$ cat src/rtl/dma_desc_sched.sv
// -----------------------------------------------------------------------------
// dma_desc_sched
//
// Descriptor scheduler between the DMA CSR bank and the read/write streamers.
// A start pulse walks the descriptor table in index order. Disabled or
// zero-length entries are skipped. Each remaining descriptor is issued to both
// streamers, and the scheduler then waits for both done pulses. An abort or an
// AXI error stops the walk. The scheduler then drains outstanding AXI traffic
// and reports sticky done/error status.
//
// Optional build macro: DMA_DESC_IRQ_EN
//   When defined, adds desc_done_o[NUM_DESC]. This output gives a one-cycle
//   pulse on bit k when descriptor k is completed by both streamers.
//
// Ports:
//   clk               system clock
//   rst               asynchronous, active-low reset
//   dma_go_i          start pulse (accepted only while idle)
//   dma_abort_i       abort request (level or pulse)
//   desc_en_i         per-descriptor enable
//   desc_num_bytes_i  per-descriptor byte count, descriptor k at
//                     [k*BYTES_WIDTH +: BYTES_WIDTH]
//   rd_str_valid_o    read streamer request
//   rd_str_idx_o      descriptor index for the read streamer
//   rd_str_done_i     read streamer done pulse
//   wr_str_valid_o    write streamer request
//   wr_str_idx_o      descriptor index for the write streamer
//   wr_str_done_i     write streamer done pulse
//   err_valid_i       error report from the AXI interface
//   axi_idle_i        no AXI transactions outstanding
//   dma_active_o      scheduler busy (any state other than IDLE)
//   dma_done_o        sticky done status
//   dma_error_o       sticky error status
//   desc_done_o       (DMA_DESC_IRQ_EN only) per-descriptor completion pulse
// -----------------------------------------------------------------------------
module dma_desc_sched #(
  parameter  int NUM_DESC    = 2,
  parameter  int BYTES_WIDTH = 32,
  localparam int IDX_W       = (NUM_DESC > 1) ? $clog2(NUM_DESC) : 1
) (
  input  logic                            clk,
  input  logic                            rst,
  input  logic                            dma_go_i,
  input  logic                            dma_abort_i,
  input  logic [NUM_DESC-1:0]             desc_en_i,
  input  logic [NUM_DESC*BYTES_WIDTH-1:0] desc_num_bytes_i,
  output logic                            rd_str_valid_o,
  output logic [IDX_W-1:0]                rd_str_idx_o,
  input  logic                            rd_str_done_i,
  output logic                            wr_str_valid_o,
  output logic [IDX_W-1:0]                wr_str_idx_o,
  input  logic                            wr_str_done_i,
  input  logic                            err_valid_i,
  input  logic                            axi_idle_i,
  output logic                            dma_active_o,
  output logic                            dma_done_o,
  output logic                            dma_error_o
`ifdef DMA_DESC_IRQ_EN
  ,
  output logic [NUM_DESC-1:0]             desc_done_o
`endif
);

  typedef enum logic [2:0] {
    ST_IDLE  = 3'd0,
    ST_SEL   = 3'd1,
    ST_RUN   = 3'd2,
    ST_DRAIN = 3'd3,
    ST_DONE  = 3'd4
  } state_t;

  localparam logic [IDX_W-1:0] LAST_IDX = IDX_W'(NUM_DESC - 1);

  state_t           state_q, state_d;
  logic [IDX_W-1:0] cur_idx_q, cur_idx_d;
  logic             rd_seen_q, rd_seen_d;
  logic             wr_seen_q, wr_seen_d;
  logic             rd_valid_q, rd_valid_d;
  logic             wr_valid_q, wr_valid_d;
  logic             active_q, active_d;
  logic             done_q, done_d;
  logic             error_q, error_d;

  // A descriptor is worth issuing only if it is enabled and moves data.
  logic [NUM_DESC-1:0] desc_runnable;
  for (genvar gi = 0; gi < NUM_DESC; gi++) begin : g_runnable
    assign desc_runnable[gi] = desc_en_i[gi] &&
                               (desc_num_bytes_i[gi*BYTES_WIDTH +: BYTES_WIDTH] != '0);
  end

  logic stop_req;
  logic rd_hit, wr_hit;
  logic desc_retire;

  assign stop_req = dma_abort_i | err_valid_i;

  // A done pulse counts only while its request is outstanding.
  assign rd_hit = rd_str_done_i & rd_valid_q;
  assign wr_hit = wr_str_done_i & wr_valid_q;

  // The current descriptor retires when both sides have finished. Each side
  // may have finished earlier (seen flag) or may finish this cycle (pulse).
  // An abort or error in the same cycle wins over the retire.
  assign desc_retire = (state_q == ST_RUN) && !stop_req &&
                       (rd_seen_q | rd_hit) && (wr_seen_q | wr_hit);

  always_comb begin
    state_d    = state_q;
    cur_idx_d  = cur_idx_q;
    rd_seen_d  = rd_seen_q;
    wr_seen_d  = wr_seen_q;
    rd_valid_d = rd_valid_q;
    wr_valid_d = wr_valid_q;
    done_d     = done_q;
    error_d    = error_q;

    case (state_q)
      ST_IDLE: begin
        if (dma_go_i) begin
          done_d    = 1'b0;
          error_d   = 1'b0;
          cur_idx_d = '0;
          state_d   = ST_SEL;
        end
      end

      ST_SEL: begin
        if (stop_req) begin
          state_d = ST_DRAIN;
          if (err_valid_i) error_d = 1'b1;
        end else if (desc_runnable[cur_idx_q]) begin
          state_d    = ST_RUN;
          rd_valid_d = 1'b1;
          wr_valid_d = 1'b1;
        end else if (cur_idx_q == LAST_IDX) begin
          state_d = ST_DONE;
        end else begin
          cur_idx_d = cur_idx_q + IDX_W'(1);
        end
      end

      ST_RUN: begin
        if (stop_req) begin
          state_d    = ST_DRAIN;
          rd_valid_d = 1'b0;
          wr_valid_d = 1'b0;
          rd_seen_d  = 1'b0;
          wr_seen_d  = 1'b0;
          if (err_valid_i) error_d = 1'b1;
        end else if (desc_retire) begin
          rd_valid_d = 1'b0;
          wr_valid_d = 1'b0;
          rd_seen_d  = 1'b0;
          wr_seen_d  = 1'b0;
          if (cur_idx_q == LAST_IDX) begin
            state_d = ST_DONE;
          end else begin
            cur_idx_d = cur_idx_q + IDX_W'(1);
            state_d   = ST_SEL;
          end
        end else begin
          if (rd_hit) begin
            rd_seen_d  = 1'b1;
            rd_valid_d = 1'b0;
          end
          if (wr_hit) begin
            wr_seen_d  = 1'b1;
            wr_valid_d = 1'b0;
          end
        end
      end

      ST_DRAIN: begin
        rd_valid_d = 1'b0;
        wr_valid_d = 1'b0;
        rd_seen_d  = 1'b0;
        wr_seen_d  = 1'b0;
        if (err_valid_i) error_d = 1'b1;
        if (axi_idle_i)  state_d = ST_DONE;
      end

      ST_DONE: begin
        done_d  = 1'b1;
        state_d = ST_IDLE;
      end

      default: begin
        state_d = ST_IDLE;
      end
    endcase

    // Registering "busy" from the next state keeps dma_active_o aligned with
    // the state register while remaining a flop output.
    active_d = (state_d != ST_IDLE);
  end

  always_ff @(posedge clk or negedge rst) begin
    if (!rst) begin
      state_q    <= ST_IDLE;
      cur_idx_q  <= '0;
      rd_seen_q  <= 1'b0;
      wr_seen_q  <= 1'b0;
      rd_valid_q <= 1'b0;
      wr_valid_q <= 1'b0;
      active_q   <= 1'b0;
      done_q     <= 1'b0;
      error_q    <= 1'b0;
    end else begin
      state_q    <= state_d;
      cur_idx_q  <= cur_idx_d;
      rd_seen_q  <= rd_seen_d;
      wr_seen_q  <= wr_seen_d;
      rd_valid_q <= rd_valid_d;
      wr_valid_q <= wr_valid_d;
      active_q   <= active_d;
      done_q     <= done_d;
      error_q    <= error_d;
    end
  end

  assign rd_str_valid_o = rd_valid_q;
  assign wr_str_valid_o = wr_valid_q;
  // Both streamers always work on the same descriptor.
  assign rd_str_idx_o   = cur_idx_q;
  assign wr_str_idx_o   = cur_idx_q;
  assign dma_active_o   = active_q;
  assign dma_done_o     = done_q;
  assign dma_error_o    = error_q;

`ifdef DMA_DESC_IRQ_EN
  logic [NUM_DESC-1:0] desc_done_q;

  always_ff @(posedge clk or negedge rst) begin
    if (!rst) begin
      desc_done_q <= '0;
    end else begin
      desc_done_q <= '0;
      if (desc_retire) desc_done_q[cur_idx_q] <= 1'b1;
    end
  end

  assign desc_done_o = desc_done_q;
`else
  // No per-descriptor completion pulse in this build.
`endif

endmodule
$ cat config.mk
export PLATFORM = sky130hd
export DESIGN_NAME = dma_desc_sched
export DESIGN_NICKNAME = d
export VERILOG_FILES = /design/src/rtl/dma_desc_sched.sv
export SDC_FILE = /design/constraint.sdc
export NUM_CORES = 1
export LEC_CHECK = 0
export ABC_CLOCK_PERIOD_IN_PS = 1540
export CORE_MARGIN = 2
export CORE_UTILIZATION = 29
export CTS_CLUSTER_SIZE = 10
export DETAILED_ROUTE_END_ITERATION = 6
export GPL_ROUTABILITY_DRIVEN = 0
export PLACE_DENSITY = 0.81
export SLEW_MARGIN = 10
export SYNTH_ARGS = -nofsm -noshare
export SYNTH_HDL_FRONTEND = slang
export SYNTH_SLANG_ARGS = --single-unit
$ cat constraint.sdc
create_clock -name clk -period 1.54 [get_ports clk]
set_clock_uncertainty 0.15 [all_clocks]
set_input_delay 0.462 -clock clk [delete_from_list [all_inputs] [get_ports clk]]
set_output_delay 0.462 -clock clk [all_outputs]
set_load 0.05 [all_outputs]
==> summary.txt <==
Outcome
  • Outcome: complete, but fails checks
  • Failing checks: negative setup slack

GRT
  • GRT Residual Overflow: 0
  • Number of global-route vias before repair: 1,194
  • GR met3 Demand/Resource: 5.99%
  • Initial antenna violation count: 0
  • Met1 GRT Util: 29.5%
  • Met2 usage: 40.2%
  • Largest net degree at the start of global routing: 12
  • GRT Overall Usage: 23.0%
  • First-pass GRT wire length: 5.88 mm
  • Busiest grt layer: met2

Place
  • I/O Buffers: 80
  • Post-DP HPWL: 2.71 mm
  • Placed cell count: 211
  • DP Area: 0.00182 sq mm

Floorplan
  • Chip Width: 56.3 um
  • Die ar.: 0.00317 sq mm
  • Core region area: 0.00254 sq mm
  • # rows: 18
  • Initial Util: 31.2%
  • Die Span Y: 56.3 um
  • Io pins: 81

Clock network
  • Bufs on Longest Clock Path: 2
  • Sink Count: 11
  • Clock Latency Late Sink: 0.28 ns
  • CTS H-tree lvls: 1
  • Hold buffer count at cts: 0
  • CTS tree: done
  • Clock buffer count from CTS: 3
  • CTS root buffer: clkbuf_4
  • Reg clk slew, reported paths: 0.08 ns

Cells and area
  • Layout fillers: 212
  • Area Overhead vs Synth: 122%
  • Final net count: 265
  • Post-route insts no fill: 220
  • Share of post-route cells with drive strength above 1: 60.0%
  • Antenna cells: 0
  • Design Area, Final: 0.00176 sq mm
  • Area occupied by multi-input gates: 667 sq um
  • Seq. cell area: 279 sq um

Detailed routing
  • Total Wirelength: 3.54 mm
  • Via count: 1,171
  • Starting DRT DRC Count: 52
  • Post-DRT Antenna Nets: 0
  • Vias per Instance: 5.32
  • First-pass detailed-route iteration total: 4
  • DR DRC count: 0
  • Routed len/inst: 16.1 um

Synthesis
  • Post-synthesis area per instance: 8.35 sq um
  • Yosys warns: 0
  • Post-synthesis cell area: 793 sq um
  • Syn_nets: 169
  • Synth Instances: 95
  • Unique masters post-synth: 32
  • Sequential share of the synthesized area: 34.7%
  • Synth Register Bits: 11

Setup path
  • CP Data Arrival Time: 0.93 ns
  • Required time worst endpoint: 0.93 ns
  • CP endpoint kind: primary output
  • Slowest Stage Delay on Critical Path: 0.48 ns
  • Delay-heaviest family, CP: flip-flops
  • CP bufs+invs: 1
  • Crit Path Max Fanout: 5
  • FF-to-FF setup slack: 0.02 ns
  • Crit path cell chain: buf_12
  • Critical path launch point type: flop
  • CP max stage cell: dfrtp_2
  • Setup CP Type: flop to primary output

Pwr
  • Leak pwr: 0.755 nW
  • Peak VDD IR: 1.31 mV
  • Pwr/cell area: 1300 mW/mm^2

STA
  • Final period util: 100%
  • Max-slew violations: 0
  • Setup slack after layout: -0.00103 ns
  • RSZ-0062 raised after global routing: yes
  • Final hold vios: 0
  • Slew HR: 72.9%
  • Worst-margin pin slew: 0.406 ns
  • Fmax achieved: 0.649 GHz
  • Final setup fails: 3
  • Min cycle time layout: 1.54 ns

Min path
  • Hold crit path type: input pin to asynchronous set/reset pin

Flow run
  • Max capacitance violation total: 0
-- through the flow --
step,power (mW),worst slack (ns),util [%],hold slack [ns],TNS (ns)
final,2.29,-0.00103,69.3,0.325,-0.00274
after global routing,2.43,-0.0753,69.3,0.348,-0.239
after CTS,2.18,0.000174,69.1,0.337,0
after detailed placement,1.96,-0.608,71.6,0.362,-4.48
after global placement,1.93,-0.567,71.6,0.350,-4.10
after floorplan,1.27,-0.0291,-,0.0164,-0.0553
-- registers in the layout (all words and copies together) (netlist names) --
| register | cells |
|---|---|
| state_q | 3 |
| wr_seen_q | 1 |
| wr_str_valid_o | 1 |
| rd_str_valid_o | 1 |
| rd_seen_q | 1 |
| rd_str_idx_o | 1 |
| dma_active_o | 1 |
| dma_error_o | 1 |
| dma_done_o | 1 |
-- where the power goes --
| part | internal [mW] | switching (mW) |
|---|---|---|
| Combinational | 0.782 | 0.720 |
| Clock | 0.100 | 0.103 |
| Sequential | 0.403 | 0.183 |
| Total | 1.29 | 1.01 |
-- kinds of logic (layout without fill, tap and decap cells) --
family	count (synthesis)	count (layout)	share of synthesized area (%)
buffers and inverters	6	101	3.94
flip-flops	11	11	34.7
AO/OA/AOI/OAI	27	27	25.2
AND/OR/NAND/NOR	51	51	36.1
-- layout make-up --
| type | count | area share [%] |
|---|---|---|
| clock buffers | 4 | 1.49 |
| inverters | 1 | 0.213 |
| multi-input cells | 78 | 37.8 |
| flip-flops and latches | 11 | 15.8 |
| well taps | 30 | 2.13 |
| repair buffers | 96 | 42.5 |
-- cell usage in the layout, fill, tap and decap left out, drive strengths merged, types with 5 or more instances in the layout --
master         synthesis  routed
dlygate4sd2            0       5
o21ai                  7       7
clkdlybuf4s15          0       9
nand4                  5       5
dfrtp                 11      11
nor2                  12      12
clkbuf                 1      27
clkdlybuf4s50          0       5
nor2b                  5       5
buf                    4      54
nor4                  17      17
-- layer usage --
layer | part of all wire [%] | vias up
met5 | 0 | -
met4 | 0.23 | 0
met3 | 8.1 | 2
met2 | 52 | 59
met1 | 39 | 546
li1 | - | 564
-- synth_stat cells (all sizes together) --
cell type,n,area [sq um]
a211o,1,8.76
a21o,3,22.5
a21oi,4,20.0
a22o,1,8.76
a31oi,2,12.5
a32o,1,10.0
a32oi,3,26.3
buf,4,22.5
clkbuf,1,5.00
dfrtp,11,275
inv,1,3.75
nand2,4,15.0
nand2b,1,6.26
nand3b,1,7.51
nand4,5,31.3
nor2,12,47.6
nor2b,5,31.3
nor3,2,10.0
nor3b,2,15.0
nor4,17,106
o211ai,1,12.5
o21a,1,7.51
o21ai,7,42.5
o21ba,1,10.0
o311ai,1,8.76
o31a,1,10.0
or2,1,8.76
or3,1,7.51
-- worst paths after layout --
check,from,end,cells past startpoint
min in group clk,err_valid_i,state_q[1],3
max in group asynchronous,rst,dma_done_o,2
setup / recovery,rd_str_idx_o,rd_str_idx_o,1
setup reg to reg,state_q[1],rd_str_idx_o,5
hold / removal,rst,state_q[1],2
hold reg to reg,rd_seen_q,rd_seen_q,2
-- timing repair --
item,CTS,global route
pin swaps,33,33
buffers inserted,3,2
gates resized for setup,164,61
setup endpoints to repair,10,10
gates cloned,0,0
-- worst register-to-register path, delay by kind of cell (launching register included) --
family,cells,cell delay (ns)
buf+inv,1,0.17
flops,1,0.41
simple gates,4,0.68
No activity file was read; power rests on OpenSTA's default activity.
